## config.mk

```make
export PLATFORM = sky130hd
export DESIGN_NAME = mc_control_unit
export DESIGN_NICKNAME = d
export VERILOG_FILES = /design/src/rtl/mc_control_unit_pkg.sv /design/src/rtl/mc_control_unit_instr_decoder.sv /design/src/rtl/mc_control_unit.sv
export SDC_FILE = /design/constraint.sdc
export NUM_CORES = 1
export LEC_CHECK = 0
export CORE_ASPECT_RATIO = 0.7
export CORE_MARGIN = 4
export CORE_UTILIZATION = 40
export DETAILED_ROUTE_END_ITERATION = 8
export PLACE_DENSITY = 0.95
export SLEW_MARGIN = 20
export SYNTH_ARGS = -nofsm -noshare
export SYNTH_HDL_FRONTEND = slang
export SYNTH_SLANG_ARGS = --single-unit
```

## constraint.sdc

```tcl
create_clock -name clk -period 4.8 [get_ports clk]
set_input_delay 0.96 -clock clk [delete_from_list [all_inputs] [get_ports clk]]
set_output_delay 0.96 -clock clk [all_outputs]
set_load 0.05 [all_outputs]
```

## src/rtl/mc_control_unit_pkg.sv

```systemverilog
// Shared definitions for the multi-cycle control unit of the 16-bit TSC CPU.
// Holds the instruction opcodes and R-type func fields, the ALU func codes driven
// on alu_func, the FSM state encoding, the datapath select codes and the decoded
// instruction class record produced by the instruction decoder.
package mc_control_unit_pkg;

  localparam int DEF_WORD_SIZE = 16;

  // Instruction opcodes (instr[15:12])
  localparam logic [3:0] OP_BNE   = 4'd0;
  localparam logic [3:0] OP_BEQ   = 4'd1;
  localparam logic [3:0] OP_BGZ   = 4'd2;
  localparam logic [3:0] OP_BLZ   = 4'd3;
  localparam logic [3:0] OP_ADI   = 4'd4;
  localparam logic [3:0] OP_ORI   = 4'd5;
  localparam logic [3:0] OP_LHI   = 4'd6;
  localparam logic [3:0] OP_LWD   = 4'd7;
  localparam logic [3:0] OP_SWD   = 4'd8;
  localparam logic [3:0] OP_JMP   = 4'd9;
  localparam logic [3:0] OP_JAL   = 4'd10;
  localparam logic [3:0] OP_RTYPE = 4'd15;

  // R-type func field (instr[5:0])
  localparam logic [5:0] INST_FUNC_ADD = 6'd0;
  localparam logic [5:0] INST_FUNC_SUB = 6'd1;
  localparam logic [5:0] INST_FUNC_AND = 6'd2;
  localparam logic [5:0] INST_FUNC_ORR = 6'd3;
  localparam logic [5:0] INST_FUNC_NOT = 6'd4;
  localparam logic [5:0] INST_FUNC_TCP = 6'd5;
  localparam logic [5:0] INST_FUNC_SHL = 6'd6;
  localparam logic [5:0] INST_FUNC_SHR = 6'd7;
  localparam logic [5:0] INST_FUNC_JPR = 6'd25;
  localparam logic [5:0] INST_FUNC_JRL = 6'd26;
  localparam logic [5:0] INST_FUNC_WWD = 6'd28;
  localparam logic [5:0] INST_FUNC_HLT = 6'd29;

  // ALU func codes driven on alu_func
  localparam logic [3:0] FUNC_ADD = 4'd0;
  localparam logic [3:0] FUNC_SUB = 4'd1;
  localparam logic [3:0] FUNC_AND = 4'd2;
  localparam logic [3:0] FUNC_ORR = 4'd3;
  localparam logic [3:0] FUNC_NOT = 4'd4;
  localparam logic [3:0] FUNC_TCP = 4'd5;
  localparam logic [3:0] FUNC_SHL = 4'd6;
  localparam logic [3:0] FUNC_SHR = 4'd7;
  localparam logic [3:0] FUNC_LHI = 4'd8;
  localparam logic [3:0] FUNC_BNE = 4'd9;
  localparam logic [3:0] FUNC_BEQ = 4'd10;
  localparam logic [3:0] FUNC_BGZ = 4'd11;
  localparam logic [3:0] FUNC_BLZ = 4'd12;

  typedef enum logic [2:0] {
    S_IF  = 3'd0,
    S_ID  = 3'd1,
    S_EX  = 3'd2,
    S_MEM = 3'd3,
    S_WB  = 3'd4,
    S_HLT = 3'd5
  } state_t;

  // pc_src
  localparam logic [1:0] PC_SRC_SEQ    = 2'd0;
  localparam logic [1:0] PC_SRC_BRANCH = 2'd1;
  localparam logic [1:0] PC_SRC_JUMP   = 2'd2;
  localparam logic [1:0] PC_SRC_REG    = 2'd3;
  // alu_src_b
  localparam logic [1:0] SRC_B_RT   = 2'd0;
  localparam logic [1:0] SRC_B_SEXT = 2'd1;
  localparam logic [1:0] SRC_B_ZEXT = 2'd2;
  // rf_wsel
  localparam logic [1:0] WSEL_RD   = 2'd0;
  localparam logic [1:0] WSEL_RT   = 2'd1;
  localparam logic [1:0] WSEL_LINK = 2'd2;
  // wb_src
  localparam logic [1:0] WB_ALU = 2'd0;
  localparam logic [1:0] WB_MEM = 2'd1;
  localparam logic [1:0] WB_PC  = 2'd2;

  // Decoded instruction class. valid=0 marks an unknown encoding (retired as NOP).
  typedef struct packed {
    logic       valid;
    logic       rtype;
    logic       load;
    logic       store;
    logic       branch;
    logic       jump;      // JMP/JAL, resolved in ID
    logic       jump_reg;  // JPR/JRL, resolved in EX
    logic       link;
    logic       wwd;
    logic       hlt;
    logic [1:0] src_b;
    logic [3:0] alu_func;
  } dec_t;

  // ALU comparison code for a branch opcode
  function automatic logic [3:0] branch_alu_func(input logic [3:0] op);
    logic [3:0] f;
    case (op)
      OP_BNE:  f = FUNC_BNE;
      OP_BEQ:  f = FUNC_BEQ;
      OP_BGZ:  f = FUNC_BGZ;
      OP_BLZ:  f = FUNC_BLZ;
      default: f = FUNC_ADD;
    endcase
    return f;
  endfunction

endpackage

```

## src/rtl/mc_control_unit_instr_decoder.sv

```systemverilog
// Combinational instruction decoder for the control unit.
// Ports:
//   opcode  in  4   instr[15:12]
//   func    in  6   instr[5:0] (meaningful for R-type only)
//   dec     out     class flags, ALU operand-B select and ALU func code
module mc_control_unit_instr_decoder
  import mc_control_unit_pkg::*;
(
  input  logic [3:0] opcode,
  input  logic [5:0] func,
  output dec_t       dec
);

  // Opcode/func to instruction class
  always_comb begin
    dec          = '0;
    dec.alu_func = FUNC_ADD;
    dec.src_b    = SRC_B_RT;
    case (opcode)
      OP_BNE, OP_BEQ, OP_BGZ, OP_BLZ: begin
        dec.valid    = 1'b1;
        dec.branch   = 1'b1;
        dec.alu_func = branch_alu_func(opcode);
      end
      OP_ADI: begin
        dec.valid = 1'b1;
        dec.src_b = SRC_B_SEXT;
      end
      OP_ORI: begin
        dec.valid    = 1'b1;
        dec.alu_func = FUNC_ORR;
        dec.src_b    = SRC_B_ZEXT;
      end
      OP_LHI: begin
        dec.valid    = 1'b1;
        dec.alu_func = FUNC_LHI;
        dec.src_b    = SRC_B_ZEXT;
      end
      OP_LWD: begin
        dec.valid = 1'b1;
        dec.load  = 1'b1;
        dec.src_b = SRC_B_SEXT;
      end
      OP_SWD: begin
        dec.valid = 1'b1;
        dec.store = 1'b1;
        dec.src_b = SRC_B_SEXT;
      end
      OP_JMP: begin
        dec.valid = 1'b1;
        dec.jump  = 1'b1;
      end
      OP_JAL: begin
        dec.valid = 1'b1;
        dec.jump  = 1'b1;
        dec.link  = 1'b1;
      end
      OP_RTYPE: begin
        case (func)
          INST_FUNC_ADD, INST_FUNC_SUB, INST_FUNC_AND, INST_FUNC_ORR,
          INST_FUNC_NOT, INST_FUNC_TCP, INST_FUNC_SHL, INST_FUNC_SHR: begin
            dec.valid    = 1'b1;
            dec.rtype    = 1'b1;
            // ALU codes 0..7 line up with the arithmetic func field
            dec.alu_func = func[3:0];
          end
          INST_FUNC_JPR: begin
            dec.valid    = 1'b1;
            dec.rtype    = 1'b1;
            dec.jump_reg = 1'b1;
          end
          INST_FUNC_JRL: begin
            dec.valid    = 1'b1;
            dec.rtype    = 1'b1;
            dec.jump_reg = 1'b1;
            dec.link     = 1'b1;
          end
          INST_FUNC_WWD: begin
            dec.valid = 1'b1;
            dec.rtype = 1'b1;
            dec.wwd   = 1'b1;
          end
          INST_FUNC_HLT: begin
            dec.valid = 1'b1;
            dec.rtype = 1'b1;
            dec.hlt   = 1'b1;
          end
          default: dec.valid = 1'b0;
        endcase
      end
      default: dec.valid = 1'b0;
    endcase
  end

endmodule

```

## src/rtl/mc_control_unit.sv

```systemverilog
// Multi-cycle control FSM for the 16-bit TSC datapath (IF/ID/EX/MEM/WB/HLT).
// Handshakes with one shared memory port and drives ALU func/operand selects and
// the register-file, PC and IR write enables. Control outputs decode
// combinationally from the state register and the IR; reset forces them all low.
// Ports:
//   clk, reset (async, active high)
//   instr, mem_ready, alu_branch              inputs
//   mem_read, mem_write, i_or_d, ir_write      memory / IR control
//   pc_write, pc_src, alu_func, alu_src_b      PC and ALU control
//   reg_write, rf_wsel, wb_src, wwd, halted    write-back and status
//   num_inst                                   retired-instruction count
// Build option: define CTRL_NUM_INST_EN to enable the num_inst counter;
// otherwise num_inst is tied to zero.
module mc_control_unit
  import mc_control_unit_pkg::*;
#(
  parameter int WORD_SIZE = DEF_WORD_SIZE
) (
  input  logic                 clk,
  input  logic                 reset,
  input  logic [15:0]          instr,
  input  logic                 mem_ready,
  input  logic                 alu_branch,
  output logic                 mem_read,
  output logic                 mem_write,
  output logic                 i_or_d,
  output logic                 ir_write,
  output logic                 pc_write,
  output logic [1:0]           pc_src,
  output logic [3:0]           alu_func,
  output logic [1:0]           alu_src_b,
  output logic                 reg_write,
  output logic [1:0]           rf_wsel,
  output logic [1:0]           wb_src,
  output logic                 wwd,
  output logic                 halted,
  output logic [WORD_SIZE-1:0] num_inst
);

  state_t state;
  state_t next_state;
  dec_t   dec;

  // Register fields are routed straight to the datapath, not used here
  logic unused_instr_bits;
  assign unused_instr_bits = ^instr[11:6];

  mc_control_unit_instr_decoder instr_decoder (
    .opcode (instr[15:12]),
    .func   (instr[5:0]),
    .dec    (dec)
  );

  // Next-state selection
  always_comb begin
    next_state = state;
    case (state)
      S_IF: begin
        if (mem_ready) next_state = S_ID;
        else           next_state = S_IF;
      end
      S_ID: begin
        if (!dec.valid || dec.jump) next_state = S_IF;
        else if (dec.hlt)           next_state = S_HLT;
        else                        next_state = S_EX;
      end
      S_EX: begin
        if (dec.load || dec.store)                     next_state = S_MEM;
        else if (dec.branch || dec.jump_reg || dec.wwd) next_state = S_IF;
        else                                           next_state = S_WB;
      end
      S_MEM: begin
        if (!mem_ready)    next_state = S_MEM;
        else if (dec.load) next_state = S_WB;
        else               next_state = S_IF;
      end
      S_WB:    next_state = S_IF;
      S_HLT:   next_state = S_HLT;
      default: next_state = S_IF;
    endcase
  end

  // State register
  always_ff @(posedge clk or posedge reset) begin
    if (reset) state <= S_IF;
    else       state <= next_state;
  end

  // Control output decode; reset overrides so requests drop without waiting
  always_comb begin
    mem_read  = 1'b0;
    mem_write = 1'b0;
    i_or_d    = 1'b0;
    ir_write  = 1'b0;
    pc_write  = 1'b0;
    pc_src    = PC_SRC_SEQ;
    alu_func  = FUNC_ADD;
    alu_src_b = SRC_B_RT;
    reg_write = 1'b0;
    rf_wsel   = WSEL_RD;
    wb_src    = WB_ALU;
    wwd       = 1'b0;
    halted    = 1'b0;
    if (reset) begin
      mem_read = 1'b0;
    end else begin
      case (state)
        S_IF: begin
          mem_read = 1'b1;
          ir_write = mem_ready;
        end
        S_ID: begin
          pc_write = 1'b1;
          if (dec.jump) begin
            pc_src = PC_SRC_JUMP;
            if (dec.link) begin
              reg_write = 1'b1;
              rf_wsel   = WSEL_LINK;
              wb_src    = WB_PC;
            end else begin
              reg_write = 1'b0;
            end
          end else begin
            pc_src = PC_SRC_SEQ;
          end
        end
        S_EX: begin
          alu_func  = dec.alu_func;
          alu_src_b = dec.src_b;
          if (dec.branch) begin
            pc_write = alu_branch;
            pc_src   = alu_branch ? PC_SRC_BRANCH : PC_SRC_SEQ;
          end else if (dec.jump_reg) begin
            pc_write = 1'b1;
            pc_src   = PC_SRC_REG;
            if (dec.link) begin
              reg_write = 1'b1;
              rf_wsel   = WSEL_LINK;
              wb_src    = WB_PC;
            end else begin
              reg_write = 1'b0;
            end
          end else if (dec.wwd) begin
            wwd = 1'b1;
          end else begin
            wwd = 1'b0;
          end
        end
        S_MEM: begin
          i_or_d = 1'b1;
          if (dec.load)       mem_read  = 1'b1;
          else if (dec.store) mem_write = 1'b1;
          else                mem_read  = 1'b0;
        end
        S_WB: begin
          reg_write = 1'b1;
          rf_wsel   = dec.rtype ? WSEL_RD : WSEL_RT;
          wb_src    = dec.load ? WB_MEM : WB_ALU;
        end
        S_HLT:   halted = 1'b1;
        default: halted = 1'b0;
      endcase
    end
  end

`ifdef CTRL_NUM_INST_EN
  logic [WORD_SIZE-1:0] count;
  logic                 retire;

  // An instruction retires when the FSM re-enters IF, or when it enters HLT
  assign retire = ((state != S_IF) && (next_state == S_IF)) ||
                  ((state != S_HLT) && (next_state == S_HLT));

  // Retired-instruction counter, wraps naturally
  always_ff @(posedge clk or posedge reset) begin
    if (reset)       count <= '0;
    else if (retire) count <= count + {{(WORD_SIZE-1){1'b0}}, 1'b1};
    else             count <= count;
  end

  assign num_inst = count;
`else
  assign num_inst = '0;
`endif

endmodule
```

==> flow_metrics.py, run 1 <==
metrics = {
    "outcome": {
        "status": "finished clean",
    },
    "final_layout": {
        "finalNetCount": 168,
        "final_core_util_pct": 53.63,
        "final_common_cell": "clkdlybuf4s50_1",
        "syn_to_final_growth_pct": 27.93,
        "drive_above_1_share_pct": 11.56,
        "regMostFlops": "state",
        "diodes": 0,
        "top_regs": "state (3)",
        "largest_reg_flops": 3,
        "final_cell_mix": "clkdlybuf4s50_1 (29), conb_1 (16), nor2_1 (12)",
        "final_area_um2": 1146,
    },
    "synthesis": {
        "ys_async_sr_fraction_pct": 100.0,
        "ys.flop_type": "dfrtp_1",
        "synth_area_leaders": "buf_4 (16%), dfrtp_1 (8.4%), nor2_1 (5.0%), nand2_1 (2.9%), xor2_1 (2.9%)",
        "ys_warn_count": 0,
        "synth_top_family_by_area": "simple AND/OR/NAND/NOR gates",
        "synth_cells": 122,
        "synth-edff-count": 0,
        "synthSimpleGateAreaFrac_pct": 40.64,
        "seq_area_frac_synth_pct": 8.380,
        "synth-compound-area-share_pct": 22.07,
        "synth_mux_area_share_pct": 0,
        "syn_area_per_cell_um2": 7.343,
        "synthAdderAreaFrac_pct": 0,
        "post_synth_num_cell_types": 46,
        "yosysTopAreaCell": "buf_4",
        "synth_top_area_share_pct": 15.92,
        "ys_ff_latch": 3,
        "synthXorXnorAreaFrac_pct": 4.888,
        "netlist_area_um2": 895.9,
    },
    "grt": {
        "antenna_found_initial": 0,
        "grt_pass1_wl_um": 3864,
        "grt_max_degree": 15,
        "grtUsageTotal_pct": 15.70,
        "grt_overflow": 0,
        "grt_pass1_vias": 859,
    },
    "setup_path": {
        "slowest_delay_ps": 840,
        "endpoint_kind": "output pin",
        "worstPathMaxFanout": 14,
        "crit_chain": "clkdlybuf4s50_1 -> nand4b_4 -> nor4b_4 -> a21oi_1 -> o21ai_0 -> clkdlybuf4s50_1",
        "path_class": "primary input to output pin",
        "cpMostUsedCell": "clkdlybuf4s50_1",
        "cp.required_ps": 3840,
        "startpoint_type": "primary input",
        "crit_arrival_ps": 3470,
        "critPathSlowestCell": "clkdlybuf4s50_1",
    },
    "sta": {
        "fin_crit_sh_pct": 92.21,
        "rsz0062_at_grt": "false",
        "tightestPinTransition_ps": 581.6,
        "skew_ps": 4.095,
        "setup_ws_ps": 374.2,
        "setup_viol": 0,
        "max_freq_mhz": 225.9,
        "final.setup.tns_ps": 0,
        "finalCriticalPeriod_ps": 4426,
        "slew_headroom_pct": 61.11,
        "hold_viol": 0,
        "slew_violations": 0,
    },
    "drt": {
        "ant_nets": 0,
        "viasPerCell": 5.447,
        "wl_um": 2417,
        "vias": 975,
        "post_drt_wl_per_cell_um": 13.50,
        "dr.first_iter.drc_count": 111,
        "first_pass_iters": 4,
        "drc": 0,
    },
    "job": {
        "cap_violations": 0,
    },
    "clock_network": {
        "ctsRootBufferMaster": "clkbuf_4",
        "h-tree-depth": 1,
        "hold_buffers": 0,
        "worstSkewPairLatency_ps": 230,
        "cts_made_buffers": 3,
        "cts_setup_buffers": 0,
        "clockBufferDepth": 2,
        "cts_tree": "done",
        "clk_pin_slew_ps": 40,
        "cts-resized-gates": 0,
        "cts_num_sinks": 3,
    },
    "place": {
        "io_buffers": 33,
        "gp_congestion": 0.8411,
        "hpwl_um": 1953,
        "pre_cts_slack_ps": 377.0,
        "placed_area_um2": 1120,
    },
    "pwr": {
        "vdd_ir_drop_max_uv": 100.0,
        "power_uw": 343.1,
        "p_leak_nw": 0.4564,
        "power_density_nw_per_um2": 299.4,
    },
    "floorplan": {
        "dieArea_um2": 3073,
        "start_util_pct": 41.92,
        "row_count": 14,
        "die_h_um": 47.60,
        "core-area_um2": 2137,
        "ios": 56,
        "die_w_um": 64.57,
    },
    "worst_hold_path": {
        "holdCritPathClass": "register to register",
    },
}
## cells in the mapped netlist (all sizes together), types with 3 or more instances
master and instances:
inv 5, nor2 13, nor3 5, buf 25, a31oi 4, nor4 3
nand2b 3, dfrtp 3, xor2 3, nand2 7, o21ai 6, a21oi 4
nand4b 3, and3 5
## routing by layer
metal	GRT usage, %	up-vias	part of all wire (%)
met3	2.113	0	8.6
li1	-	460	-
met2	28.69	54	48
met5	0	-	0
met4	2.521	0	0
met1	20.69	461	44
## critical path, delay by kind of cell
family	cells	cell delay (ps)
and+or+nand+nor	2	560
AOI/OAI and AO/OA	2	280
buffers and inverters	2	1680
## cells by family after synthesis
logic type             Yosys count
flip-flops                       3
other                            1
AND/OR/NAND/NOR                 54
AO/OA/AOI/OAI                   27
XOR/XNOR                         5
buffers and inverters           32
## area by class of cell
| type | count | area [um^2] |
|---|---|---|
| timing repair buffer | 33 | 320.3 |
| clock buffer | 4 | 26.28 |
| inverter | 5 | 18.77 |
| fill | 227 | 991.0 |
| tap | 32 | 40.04 |
| multi-input combinational | 102 | 665.6 |
| sequential | 3 | 75.07 |
## where the power goes
part | leakage (nW) | switching, mW | internal, mW
Clock | 0.0150 | 0.0121 | 0.0311
Combinational | 0.402 | 0.157 | 0.0809
Sequential | 0.0394 | 0.0269 | 0.0351
## metrics by stage
| step | std cells | hold slack [ps] |
|---|---|---|
| floorplan | 137 | 559.4 |
| global placement | 175 | 652.7 |
| detailed placement | 175 | 676.3 |
| CTS | 179 | 690.2 |
| global route | 179 | 712.7 |
| finish | 179 | 696.7 |
## path summary, 6_finish.rpt
check                               start  endpoint  slack [ps]  depth (start not counted)
worst max-delay path            instr[14]  pc_write         370                          6
worst min-delay path             state[0]  state[2]         700                          1
worst max register to register   state[0]  state[1]        3490                          4
worst min register to register   state[0]  state[2]         700                          1
max in group asynchronous           reset  state[2]        3580                          2
min in group asynchronous           reset  state[0]        1060                          2
(Power assumes the default switching activity.)
==> run 2: changes to the inputs <==
CTS_BUF_LIST = sky130_fd_sc_hd__clkbuf_4   (was default)
GPL_ROUTABILITY_DRIVEN = 0   (was default)
SLEW_MARGIN = 5   (was 20)
==> flow_metrics.py, run 2 (synthesis results as in run 1) <==
metrics = {
    "final_layout": {
        "final_core_util_pct": 53.81,
        "finalNetCount": 168,
        "final_common_cell": "clkdlybuf4s50_1",
        "regMostFlops": "state",
        "multi_input_area_um2": 665.6,
        "drive_above_1_share_pct": 12.24,
        "top_regs": "state (3)",
        "num-fill-cells": 222,
        "diodes": 0,
        "largest_reg_flops": 3,
        "regArea_um2": 75.07,
        "final_cell_mix": "clkdlybuf4s50_1 (29), conb_1 (16), nor2_1 (12)",
        "syn_to_final_growth_pct": 28.35,
    },
    "sta": {
        "final.setup.tns_ps": 0,
        "holdWs_ps": 686.2,
        "tightestPinTransition_ps": 555.0,
        "finalCriticalPeriod_ps": 4441,
        "max_freq_mhz": 225.2,
        "skew_ps": 8.520,
        "hold_viol": 0,
        "setup_ws_ps": 358.7,
        "setup_viol": 0,
        "fin_crit_sh_pct": 92.53,
        "rsz0062_at_grt": "false",
        "slew_headroom_pct": 62.89,
        "slew_violations": 0,
    },
    "place": {
        "pre_cts_slack_ps": 360.3,
        "hpwl_um": 1922,
        "io_buffers": 33,
    },
    "grt": {
        "grt_pass1_wl_um": 3636,
        "grt_max_degree": 15,
        "grt_pass1_vias": 772,
        "antenna_found_initial": 0,
        "grt_overflow": 0,
        "grtUsageTotal_pct": 14.88,
    },
    "clock_network": {
        "cts_made_buffers": 3,
        "h-tree-depth": 1,
        "cts_setup_buffers": 0,
        "cts_num_sinks": 3,
        "clk_pin_slew_ps": 40,
        "hold_buffers": 0,
        "cts-resized-gates": 0,
        "worstSkewPairLatency_ps": 240,
        "ctsRootBufferMaster": "clkbuf_4",
        "cts_tree": "done",
        "clockBufferDepth": 2,
    },
    "pwr": {
        "switchingPower_uw": 198.7,
        "internal_power_uw": 152.9,
        "power_uw": 351.6,
        "p_leak_nw": 0.4599,
        "seq_power_share_pct": 17.6,
        "switching_share_pct": 56.52,
        "power.share.clock_pct": 14.8,
        "p_comb_share_pct": 67.6,
        "power_density_nw_per_um2": 305.8,
        "vdd_ir_drop_max_uv": 74.36,
    },
    "setup_path": {
        "crit_arrival_ps": 3480,
        "cp_top_family": "buffers and inverters",
        "rrSetupSlack_ps": 3510,
        "crit_chain": "clkdlybuf4s50_1 -> nand4b_4 -> nor4b_4 -> a21oi_1 -> o21ai_0 -> clkdlybuf4s50_1",
        "path_class": "primary input to output pin",
        "critPathLaunch": "instr[14]",
        "critPathSlowestCell": "clkdlybuf4s50_1",
        "cp.required_ps": 3840,
        "endpoint_kind": "output pin",
        "cpMostUsedCell": "clkdlybuf4s50_1",
        "worstPathMaxFanout": 14,
        "r2r_end": "state[2]",
        "rr_worst_depth": 3,
        "slowest_delay_ps": 850,
        "startpoint_type": "primary input",
        "reg2reg_from": "state[2]",
        "cp.buffers_inverters": 2,
    },
    "floorplan": {
        "die_h_um": 47.60,
        "dieArea_um2": 3073,
        "ios": 56,
        "die_w_um": 64.57,
        "row_count": 14,
        "start_util_pct": 41.92,
        "core-area_um2": 2137,
    },
    "worst_hold_path": {
        "holdPathEnd": "state[0]",
        "hold_start": "state[2]",
        "holdCritPathClass": "register to register",
        "whs_path_depth": 1,
    },
    "drt": {
        "dr.first_iter.drc_count": 64,
        "ant_nets": 0,
        "viasPerCell": 5.223,
        "post_drt_wl_per_cell_um": 13.39,
        "wl_um": 2396,
        "first_pass_iters": 4,
        "vias": 935,
        "drc": 0,
    },
    "outcome": {
        "status": "finished clean",
    },
    "job": {
        "cap_violations": 0,
    },
}
==> run 2: layer usage <==
metal  routed length (um)  GRT usage (%)  vias to the layer above
met2                 1080          28.48                       43
met3                  215          1.878                        2
met4                   23          3.782                        0
met5                    0              0                        -
met1                 1077          18.33                      431
li1                     -              -                      459
==> run 2: power groups by stage <==
stage          Sequential, mW  Clock, mW  Combinational (mW)
2_1_floorplan          0.0390          0               0.220
3_3_place_gp           0.0601          0               0.228
3_5_place_dp           0.0621          0               0.236
4_1_cts                0.0617     0.0525               0.236
5_1_grt                0.0654     0.0519               0.254
6_report               0.0619     0.0520               0.238
==> run 2: how the worst max path moves through the flow <==
stage,cells after the start,end,slack [ps]
after floorplan,6,wb_src[1],170
after global placement,4,mem_write,500
after detailed placement,6,pc_write,360
after CTS,6,pc_write,360
after global routing,6,pc_write,220
final,6,pc_write,360
==> run 2: final cells by class <==
cell class / count / share of cell area, %
multi-input cells: 102 / 57.89
repair buffers: 33 / 27.86
flip-flops and latches: 3 / 6.529
well taps: 32 / 3.482
clock buffers: 4 / 2.612
inverters: 5 / 1.632
==> run 2: through the flow <==
step / instance area [um^2] / std cells
final: 1150 / 179
after floorplan: 952.2 / 137
after CTS: 1150 / 179
after global routing: 1150 / 179
after detailed placement: 1120 / 175
after global placement: 1120 / 175
